### config.mk
export PLATFORM = sky130hd
export DESIGN_NAME = latch_input_conditioner
export DESIGN_NICKNAME = d
export VERILOG_FILES = /design/src/rtl/latch_cond_pkg.sv /design/src/rtl/debounce_ch.sv /design/src/rtl/latch_input_conditioner.sv
export SDC_FILE = /design/constraint.sdc
export NUM_CORES = 1
export LEC_CHECK = 0
export ABC_CLOCK_PERIOD_IN_PS = 2000
export CELL_PAD_IN_SITES_DETAIL_PLACEMENT = 0
export CELL_PAD_IN_SITES_GLOBAL_PLACEMENT = 2
export CORE_ASPECT_RATIO = 2
export CORE_MARGIN = 2
export CORE_UTILIZATION = 40
export CTS_BUF_LIST = sky130_fd_sc_hd__clkbuf_2
export DETAILED_ROUTE_END_ITERATION = 10
export DONT_BUFFER_PORTS = 1
export GPL_TIMING_DRIVEN = 0
export PLACE_DENSITY_LB_ADDON = 0.25
export SETUP_SLACK_MARGIN = 0.5
export SLEW_MARGIN = 20
export SYNTH_ARGS = -nofsm -noshare
export SYNTH_HDL_FRONTEND = slang
export SYNTH_HIERARCHICAL = 1
export SYNTH_SLANG_ARGS = --single-unit
### constraint.sdc
create_clock -name clk -period 2 [get_ports clk]
set_input_delay 0.2 -clock clk [delete_from_list [all_inputs] [get_ports clk]]
set_output_delay 0.2 -clock clk [all_outputs]
set_load 0.01 [all_outputs]
### src/rtl/latch_cond_pkg.sv
// Shared types and sizing helpers for the latch input conditioner.
package latch_cond_pkg;

    typedef enum logic {
        STABLE   = 1'b0,
        CHANGING = 1'b1
    } chanState_e;

    localparam int DEBOUNCE_CYCLES_DEFAULT = 4;

    function automatic int cntWidth(input int debounceCycles);
        return $clog2(debounceCycles + 1);
    endfunction

endpackage

### src/rtl/debounce_ch.sv
// One conditioning channel: two-flop synchronizer followed by a counting debouncer.
module debounce_ch
    import latch_cond_pkg::*;
#(
    parameter int DEBOUNCE_CYCLES = DEBOUNCE_CYCLES_DEFAULT
) (
    input  logic clk,
    input  logic rst,
    input  logic raw,
    output logic deb
);

    localparam int CW = cntWidth(DEBOUNCE_CYCLES);
    localparam logic [CW-1:0] CNT_LIMIT = CW'(DEBOUNCE_CYCLES);

    logic          r_sync1;
    logic          r_sync2;
    logic          r_deb;
    logic [CW-1:0] r_cnt;
    chanState_e    r_state;

    logic          w_differ;
    logic [CW-1:0] w_cntInc;
    logic [CW-1:0] w_cntNext;
    logic          w_debNext;
    chanState_e    w_stateNext;

    always_ff @(posedge clk) begin
        if (rst) begin
            r_sync1 <= 1'b0;
            r_sync2 <= 1'b0;
        end else begin
            r_sync1 <= raw;
            r_sync2 <= r_sync1;
        end
    end

    always_ff @(posedge clk) begin
        if (rst) begin
            r_state <= STABLE;
            r_cnt   <= '0;
            r_deb   <= 1'b0;
        end else begin
            r_state <= w_stateNext;
            r_cnt   <= w_cntNext;
            r_deb   <= w_debNext;
        end
    end

    assign w_differ = (r_sync2 != r_deb);
    assign w_cntInc = r_cnt + CW'(1);

    // The sample that makes the run reach DEBOUNCE_CYCLES is accepted on that same edge.
    always_comb begin
        w_stateNext = r_state;
        w_cntNext   = r_cnt;
        w_debNext   = r_deb;
        case (r_state)
            STABLE: begin
                if (w_differ) begin
                    w_stateNext = CHANGING;
                    w_cntNext   = CW'(1);
                end
            end
            CHANGING: begin
                if (!w_differ) begin
                    w_stateNext = STABLE;
                    w_cntNext   = '0;
                end else if (w_cntInc == CNT_LIMIT) begin
                    w_stateNext = STABLE;
                    w_cntNext   = '0;
                    w_debNext   = r_sync2;
                end else begin
                    w_cntNext   = w_cntInc;
                end
            end
            default: begin
                w_stateNext = STABLE;
                w_cntNext   = '0;
            end
        endcase
    end

    assign deb = r_deb;

endmodule

### src/rtl/latch_input_conditioner.sv
// Debounces set/reset/preset/clear requests, arbitrates them and tracks the driven latch state.
module latch_input_conditioner
    import latch_cond_pkg::*;
#(
    parameter int DEBOUNCE_CYCLES = DEBOUNCE_CYCLES_DEFAULT
) (
    input  logic clk,
    input  logic rst,
    input  logic raw_s,
    input  logic raw_r,
    input  logic raw_preset,
    input  logic raw_clr,
    output logic s_out,
    output logic r_out,
    output logic preset_out,
    output logic clr_out,
    output logic conflict,
    output logic q_model
);

    logic w_dS;
    logic w_dR;
    logic w_dPreset;
    logic w_dClr;

    logic r_sOut;
    logic r_rOut;
    logic r_presetOut;
    logic r_clrOut;
    logic r_conflict;
    logic r_q;

    debounce_ch #(.DEBOUNCE_CYCLES(DEBOUNCE_CYCLES)) u_chS (
        .clk(clk), .rst(rst), .raw(raw_s), .deb(w_dS)
    );
    debounce_ch #(.DEBOUNCE_CYCLES(DEBOUNCE_CYCLES)) u_chR (
        .clk(clk), .rst(rst), .raw(raw_r), .deb(w_dR)
    );
    debounce_ch #(.DEBOUNCE_CYCLES(DEBOUNCE_CYCLES)) u_chPreset (
        .clk(clk), .rst(rst), .raw(raw_preset), .deb(w_dPreset)
    );
    debounce_ch #(.DEBOUNCE_CYCLES(DEBOUNCE_CYCLES)) u_chClr (
        .clk(clk), .rst(rst), .raw(raw_clr), .deb(w_dClr)
    );

    // Clear dominates preset, both dominate set/reset; simultaneous set and reset means hold.
    always_ff @(posedge clk) begin
        if (rst) begin
            r_sOut      <= 1'b0;
            r_rOut      <= 1'b0;
            r_presetOut <= 1'b0;
            r_clrOut    <= 1'b0;
            r_conflict  <= 1'b0;
        end else begin
            r_clrOut    <= w_dClr;
            r_presetOut <= w_dPreset & ~w_dClr;
            r_sOut      <= w_dS & ~w_dR & ~w_dClr & ~w_dPreset;
            r_rOut      <= w_dR & ~w_dS & ~w_dClr & ~w_dPreset;
            r_conflict  <= w_dS & w_dR;
        end
    end

    always_ff @(posedge clk) begin
        if (rst) begin
            r_q <= 1'b0;
        end else if (r_clrOut) begin
            r_q <= 1'b0;
        end else if (r_presetOut) begin
            r_q <= 1'b1;
        end else if (r_sOut) begin
            r_q <= 1'b1;
        end else if (r_rOut) begin
            r_q <= 1'b0;
        end
    end

    assign s_out      = r_sOut;
    assign r_out      = r_rOut;
    assign preset_out = r_presetOut;
    assign clr_out    = r_clrOut;
    assign conflict   = r_conflict;
    assign q_model    = r_q;

endmodule

Word-level counts from Yosys, hierarchy flattened
Index checks and enable logic that the tools add are counted.
{"block": "word_totals", "register_bits": 34, "inputBits": 6, "out_inout_bits": 6, "elab_cells": 99}
{"block": "classes", "n_addsub": 4, "eq_ne": 12, "mux": 35, "bitwise": 16, "n_reduce_logical": 6}
{"op": "3-bit 2-to-1 mux", "count": 12}
{"op": "3-bit one-hot mux with 2 select lines", "count": 4}
{"op": "1-bit 2-to-1 mux", "count": 15}
{"op": "3-bit by 1-bit adder with 3-bit output, second input constant", "count": 4}
{"op": "3-bit equality test, second input constant", "count": 4}
{"op": "3-bit AND reduction", "count": 4}
{"op": "1-bit AND", "count": 8}
{"op": "2-bit by 1-bit inequality test with 1-bit output, second input constant", "count": 4}
{"op": "1-bit NOT", "count": 8}
{"op": "1-bit one-hot mux with 2 select lines", "count": 4}
{"op": "1-bit inequality test", "count": 4}
{"op": "3-bit nonzero test", "count": 1}
{"op": "2-bit OR reduction", "count": 1}

Logic depth before layout (Yosys ltp)
{"block": "logic_depth", "ltp_word": 5, "mapped_depth": 4, "mapped_depth_nobuf": 4}

By module
Netlist, hierarchy kept.
{"module": "debounce_ch", "instances": 4, "cells_per_inst": 31, "area_per_inst_um2": 304.0, "seq_area_each_um2": 140.1}
{"module": "latch_input_conditioner", "instances": 1, "cells_per_inst": 16, "area_per_inst_um2": 195.2, "seq_area_each_um2": 120.1}

Worst setup path after synthesis
OpenSTA, ideal clock, no wires.
{"block": "synth_timing", "path_type": "register -> register", "startpoint": "reg u_chR.r_cnt[0]", "endpoint": "reg u_chR.r_deb, in the netlist u_chR/deb", "setup_time_ps": 70, "arrival_ps": 1145, "t_required_ps": 1930, "setup_slack_ps": 786, "stages_incl_launch_ff": 5, "path_buffers": 0, "period_less_slack_ps": 1214, "cell_sequence": "dfxtp_1 ha_1 xnor2_1 or3b_1 a21oi_1"}
{"block": "synth_between", "elab_chain_len": 3}
{"element": "from (decl)", "line_no": "debounce_ch.sv:19", "source": "logic [CW-1:0] r_cnt;"}
{"element": "from (signal assigned)", "line_no": "debounce_ch.sv:45", "source": "r_cnt <= w_cntNext;"}
{"element": "3-bit by 1-bit adder with 3-bit output", "line_no": "debounce_ch.sv:51", "source": "assign w_cntInc = r_cnt + CW'(1);"}
{"element": "3-bit equality test", "line_no": "debounce_ch.sv:69", "source": "end else if (w_cntInc == CNT_LIMIT) begin"}
{"element": "3-bit AND reduction (no source line)"}
{"element": "to (signal assigned)", "line_no": "debounce_ch.sv:46", "source": "r_deb <= w_debNext;"}
{"element": "to (decl)", "line_no": "debounce_ch.sv:18", "source": "logic r_deb;"}
No other way between the ends.
A chain may end at the register's enable or synchronous reset.

Final worst setup path
{"block": "layout_timing", "startpoint": "reg u_chS.r_cnt[0]", "endpoint": "reg u_chS.r_cnt[0]"}
{"block": "layout_between", "elab_chain_len": 5}
{"element": "from (decl)", "line_no": "debounce_ch.sv:19"}
{"element": "from (signal assigned)", "line_no": "debounce_ch.sv:45"}
{"element": "3-bit by 1-bit adder with 3-bit output *", "line_no": "debounce_ch.sv:51"}
{"element": "3-bit equality test", "line_no": "debounce_ch.sv:69"}
{"element": "3-bit 2-to-1 mux *", "line_no": "debounce_ch.sv:69"}
{"element": "3-bit 2-to-1 mux *", "line_no": "debounce_ch.sv:66", "source": "if (!w_differ) begin"}
{"element": "3-bit one-hot mux with 2 select lines *", "line_no": "debounce_ch.sv:58", "source": "case (r_state)"}
Mark *: on every way between the ends. The rest lies on a longest branch, timed or not.

==> results.json <==
{
  "via_per_inst": 5.36,
  "cts_tree": "built",
  "slew_viol_final": 0,
  "crit_type": "register to register",
  "power_frac_comb": 0.044,
  "synth_seq_area_share": 0.482,
  "pwr-share-clk": 0.294,
  "place_congestion": 0.754,
  "async_reset_ff_frac": 0,
  "grt_pass1_wl_um": 4130,
  "wl_per_cell_um": 12.8,
  "syn_to_final_growth_pct": 10.3,
  "layout.nets": 166,
  "htreeDepth": 2,
  "reg2reg_depth": 4,
  "p_leak_nw": 0.580,
  "cts.sinks": 34,
  "synth_area_um2": 1410,
  "seqPwrFrac": 0.661,
  "drtPass1Iterations": 2,
  "grt_max_degree": 34,
  "core_um2": 3380,
  "multi_input_area_um2": 719,
  "worst_hold_path_type": "primary input to register",
  "endpoint": "u_chS/r_cnt[0]$_SDFFE_PP0P_",
  "synth.avg_cell_area_um2": 10.1,
  "layout-drive-gt1-share": 0.0719,
  "grtUsageTotal": 0.141,
  "dp_hpwl_um": 1620,
  "yosysWarningCount": 6,
  "slew_headroom": 0.790,
  "wl_um": 2360,
  "fp.dieArea_um2": 4050,
  "row_count": 30,
  "cp.depth": 4,
  "clk_path_buf_depth": 2,
  "status": "complete, no violations",
  "drtIter0Drc": 10,
  "period_share": 0.677,
  "antenna_left": 0,
  "cp.buffers_inverters": 0,
  "ir_drop_mv": 0.324,
  "ios": 12,
  "synth-edff-count": 0,
  "grt_overflow": 0,
  "maxCapViolCount": 0,
  "p_int_mw": 0.796,
  "antenna_cells": 0,
  "timing.fmax_ghz": 0.738,
  "finalCriticalPeriod_ns": 1.35,
  "ys_types": 22,
  "synth_flop_cell": "dfxtp_1",
  "postSynthCellCount": 140,
  "ys_seq_elements": 34,
  "holdWs_ns": 0.0447,
  "rsz0062_at_grt": "false",
  "path_cells": "ha_1 -> xnor2_1 -> nor2_1 -> a2111oi_1",
  "clk_pin_slew_ns": 0.19,
  "crit_start": "u_chS/r_cnt[0]$_SDFFE_PP0P_",
  "crit_arrival_ns": 1.63,
  "remaining_drc_errors": 0,
  "cp_max_fo": 4,
  "clk-insertion-delay-late_ns": 0.38,
  "port-buffer-count": 0,
  "p_per_area_nw_per_um2": 684,
  "layout.area.seq_um2": 681,
  "numCtsBuffers": 5,
  "worst_slew_pin_slew_ns": 0.308,
  "vias": 991,
  "cp-start-kind": "register",
  "fin_worst_skew_ns": 0.0184,
  "required_ns": 2.27,
  "finalSetupViolations": 0,
  "synth.net_count": 154,
  "die_w_um": 46,
  "critical_path.top_delay_family": "flip-flops",
  "final-hold-violation-count": 0,
  "regToRegSetupSlack_ns": 0.65,
  "rr_startpoint": "u_chS/r_cnt[0]$_SDFFE_PP0P_",
  "die_y_um": 88.0,
  "end_kind": "register",
  "initial_core_util": 0.418,
  "first_global_vias": 967,
  "antenna_found_initial": 0,
  "sw_frac_of_total": 0.252,
  "cp_slowest_cell": "dfxtp_1",
  "cts_setup_buffers": 0,
  "max_stage_delay_ns": 0.38,
  "p_sw_mw": 0.269,
  "n_fill_cell": 345,
  "rr_endpoint": "u_chS/r_cnt[0]$_SDFFE_PP0P_",
  "root_buffer": "clkbuf_2",
  "setup_tns_ns": 0
}
through the flow:
step	cells	worst slack [ns]	power, mW	utilization	instance area [um^2]
2_1_floorplan	140	0.786	0.738	-	1410
3_3_place_gp	172	0.675	0.744	0.430	1450
3_5_place_dp	172	0.631	0.745	0.430	1450
4_1_cts	185	0.594	1.09	0.460	1550
5_1_grt	185	0.457	1.13	0.461	1560
6_report	185	0.645	1.06	0.461	1560
final cells by class:
| type | count | share of cell area |
|---|---|---|
| repair buffers | 5 | 0.0386 |
| multi-input cells | 102 | 0.462 |
| inverters | 4 | 0.00965 |
| clock inverters | 3 | 0.0105 |
| flip-flops and latches | 34 | 0.437 |
| well taps | 32 | 0.0257 |
| clock buffers | 5 | 0.0161 |
worst min-delay path by stage:
stage          from                            end  depth (start not counted)
3_5_place_dp    rst    u_chR/r_cnt[2]$_SDFFE_PP0P_                          1
6_report        rst       u_chClr/deb$_SDFFE_PP0P_                          2
3_3_place_gp    rst  u_chClr/r_cnt[1]$_SDFFE_PP0P_                          1
5_1_grt         rst       u_chR/r_sync1$_SDFF_PP0_                          2
4_1_cts         rst  u_chClr/r_cnt[1]$_SDFFE_PP0P_                          2
2_1_floorplan   rst       u_chClr/deb$_SDFFE_PP0P_                          1
synthesized netlist by cell type (all sizes together) (5+ instances only):
cell type,count,area [um^2]
nand3b,8,60.1
xnor2,8,70.1
nor2,10,37.5
a21oi,12,60.1
dfxtp,34,681
ha,8,100
nand2,5,18.8
nor2b,13,81.3
layer usage:
metal | share of wire | vias to the layer above | track usage
met3 | 0.034 | 4 | 0.0371
li1 | - | 517 | -
met5 | 0 | - | 0
met4 | 0.021 | 0 | 0.0857
met2 | 0.52 | 15 | 0.242
met1 | 0.42 | 455 | 0.142
sequential cells by signal, indices dropped and copies added, names as in the netlist, 3 cells and up:
signal,cells
u_chR/r_cnt,3
u_chS/r_cnt,3
u_chPreset/r_cnt,3
u_chClr/r_cnt,3
power by group through the flow:
stage | logic (mW) | registers [mW] | clock network (mW)
floorplan | 0.0224 | 0.715 | 0
global placement | 0.0258 | 0.718 | 0
detailed placement | 0.0267 | 0.719 | 0
CTS | 0.0472 | 0.704 | 0.334
global route | 0.0528 | 0.707 | 0.365
finish | 0.0472 | 0.704 | 0.313
layout by cell type (no fill, tap or decap), drive strengths merged:
cell type / instances
a2111oi: 4
a211oi: 1
a21oi: 12
and2b: 4
buf: 1
clkbuf: 5
clkinv: 2
clkinvlp: 1
dfxtp: 34
dlygate4sd3: 4
ha: 8
inv: 4
nand2: 5
nand2b: 1
nand3: 4
nand3b: 8
nor2: 10
nor2b: 13
nor3: 4
nor3b: 3
o2111ai: 4
o21ai: 4
or3: 1
or3b: 4
xnor2: 8
xor2: 4
kinds of logic (layout without fill, tap and decap cells):
logic type,Yosys count,count (layout),synth area share
AO/OA/AOI/OAI,25,25,0.112
flip-flops,34,34,0.482
XOR/XNOR,12,12,0.0745
AND/OR/NAND/NOR,57,57,0.250
adder cells (fa/ha/maj),8,8,0.0709
buffers and inverters,4,17,0.0106
timing repair:
action	4_1_cts	5_1_grt
resized for setup	0	3
endpoints found under the hold margin	34	0
endpoints found under the setup margin	0	3
hold buffers	5	0
Power figures use the tool's default switching activity.
==> RTL edit (same settings) <==
Add an input register stage for `raw_s`, `raw_r` and `raw_clr`; this delays them by one clock.
--- a/src/rtl/latch_input_conditioner.sv
+++ b/src/rtl/latch_input_conditioner.sv
@@ -18,6 +18,16 @@
     output logic q_model
 );
 
+    logic raw_s_q;
+    logic raw_r_q;
+    logic raw_clr_q;
+
+    always_ff @(posedge clk) begin
+        raw_s_q   <= raw_s;
+        raw_r_q   <= raw_r;
+        raw_clr_q <= raw_clr;
+    end
+
     logic w_dS;
     logic w_dR;
     logic w_dPreset;
@@ -31,16 +41,16 @@
     logic r_q;
 
     debounce_ch #(.DEBOUNCE_CYCLES(DEBOUNCE_CYCLES)) u_chS (
-        .clk(clk), .rst(rst), .raw(raw_s), .deb(w_dS)
+        .clk(clk), .rst(rst), .raw(raw_s_q), .deb(w_dS)
     );
     debounce_ch #(.DEBOUNCE_CYCLES(DEBOUNCE_CYCLES)) u_chR (
-        .clk(clk), .rst(rst), .raw(raw_r), .deb(w_dR)
+        .clk(clk), .rst(rst), .raw(raw_r_q), .deb(w_dR)
     );
     debounce_ch #(.DEBOUNCE_CYCLES(DEBOUNCE_CYCLES)) u_chPreset (
         .clk(clk), .rst(rst), .raw(raw_preset), .deb(w_dPreset)
     );
     debounce_ch #(.DEBOUNCE_CYCLES(DEBOUNCE_CYCLES)) u_chClr (
-        .clk(clk), .rst(rst), .raw(raw_clr), .deb(w_dClr)
+        .clk(clk), .rst(rst), .raw(raw_clr_q), .deb(w_dClr)
     );
 
     // Clear dominates preset, both dominate set/reset; simultaneous set and reset means hold.
Behaviour: not the same (Yosys sat finds a counterexample within 10 cycles, from zero or initial values and one cycle with rst high).
==> RTL edit against the unedited design <==
Cell area is 6.8% higher. Via count is 4.6% higher. Total power is 19% higher. Synthesized area is 4.3% higher. Cell count is 11% higher. Fmax is 0.33% lower. Wire length is 1.4% lower. Sequential share of layout area is 0.85 points higher. Sequential cell count is 3 higher. Setup slack worse by 0.0045 ns. Largest cell class is now flip-flops and latches.
==> RTL edit: results <==
group,metric,value,unit
status,status,"finished, final reports clean",
routing,drtPass1Iterations,4,
place,gp_congestion,0.765,
synthesis,synth-compound-area-share,0.107,
synthesis,yosys_warnings,6,
sta,final_hold_viol_count,0,
place,placed_cells,192,
setup_path,path_max_fanout,4,
synthesis,syn_nets,157,
layout,stdcell_count,205,
layout,num-fill-cells,366,
synthesis,synth_cell_type_count,22,
routing,drtIter0Drc,13,
clock_tree,cts_max_path_buffers,2,
sta,slew_headroom,0.782,
pwr,power_leakage,0.616,nW
pwr,clkPwrFrac,0.356,
routing,wl_per_cell,11.4,µm
pwr,ir_worst_vdd,0.436,mV
setup_path,regToRegSetupSlack,0.64,ns
global_route,grt_max_degree,34,
setup_path,cp_slowest_cell,"dfxtp_1",
place,port_buffers,0,
clock_tree,htree_levels,2,
pwr,switching_share,0.220,
synthesis,muxShareOfSynthArea,0,
global_route,grt_use_total,0.130,
hold_path,hp-class,"primary input to register",
sta,final.setup_skew,0.0150,ns
synthesis,synthAdderAreaFrac,0.0680,
clock_tree,insertion_delay,0.38,ns
synthesis,synthTopCellsByCount,"dfxtp_1, nor2b_1, a21oi_1",
layout,antenna_cells,0,
setup_path,cp_slowest_stage_delay,0.38,ns
global_route,first_global_vias,967,
pwr,p_comb_frac,0.037,
clock_tree,cts_buffers,5,
synthesis,ys_seq_area_frac,0.503,
synthesis,netlist_top_cells_area,"dfxtp_1, ha_1, nor2b_1",
setup_path,arrival,1.64,ns
synthesis,synth-xor-area-share,0.0714,
synthesis,postSynthAreaPerCell,10.3,µm²
global_route,antenna_found_initial,0,
clock_tree,post-cts-setup-buffers,0,
place,hpwl,1.61,mm
layout,layout.nets,169,
global_route,grt_pass1_wl,4.00,mm
setup_path,critPathTopFamily,"flip-flops",
routing,vias,1037,
layout,layout-drive-gt1-share,0.0705,
[RTL edit: what timing repair did]
action | in CTS | in global routing
hold endpoints to repair | 37 | 0
hold buffers | 5 | 0
resized for setup | 0 | 2
setup endpoints to repair | 0 | 2
[RTL edit: cells by family (layout without fill, tap and decap cells)]
logic type | after synthesis | after routing
buf+inv | 4 | 17
xor+xnor | 12 | 12
simple gates | 57 | 57
compound gates | 25 | 25
fa+ha+maj | 8 | 8
flops | 37 | 37
[RTL edit: per-stage QoR]
stage / hold slack [ns] / total power [mW] / setup WS, ns / cell area [µm²]
2_1_floorplan: 0.228 / 0.802 / 0.786 / 1470
3_3_place_gp: 0.228 / 0.808 / 0.688 / 1530
3_5_place_dp: 0.228 / 0.810 / 0.634 / 1530
4_1_cts: 0.0274 / 1.29 / 0.594 / 1660
5_1_grt: 0.000990 / 1.33 / 0.496 / 1660
6_report: 0.0500 / 1.26 / 0.641 / 1660
[RTL edit: final cells by class]
type,count,share of cell area
sequential,37,0.446
multi-input combinational,102,0.432
tap,49,0.0369
timing repair buffer,5,0.0361
clock inverter,3,0.0248
clock buffer,5,0.0151
inverter,4,0.00904
[RTL edit: worst paths after layout]
path | startpoint | endpoint | cells after the start
max | u_chPreset/r_cnt[0]$_SDFFE_PP0P_ | u_chPreset/r_cnt[0]$_SDFFE_PP0P_ | 4
min reg2reg | u_chPreset/r_sync1$_SDFF_PP0_ | u_chPreset/r_sync2$_SDFF_PP0_ | 1
min | rst | u_chClr/r_cnt[1]$_SDFFE_PP0P_ | 2
max reg2reg | u_chPreset/r_cnt[0]$_SDFFE_PP0P_ | u_chPreset/r_cnt[0]$_SDFFE_PP0P_ | 4
[RTL edit: metal layers]
layer	track usage	wire [µm]
met1	0.137	988
met4	0.0694	46
met3	0.0542	89
met5	0	0
met2	0.207	1210
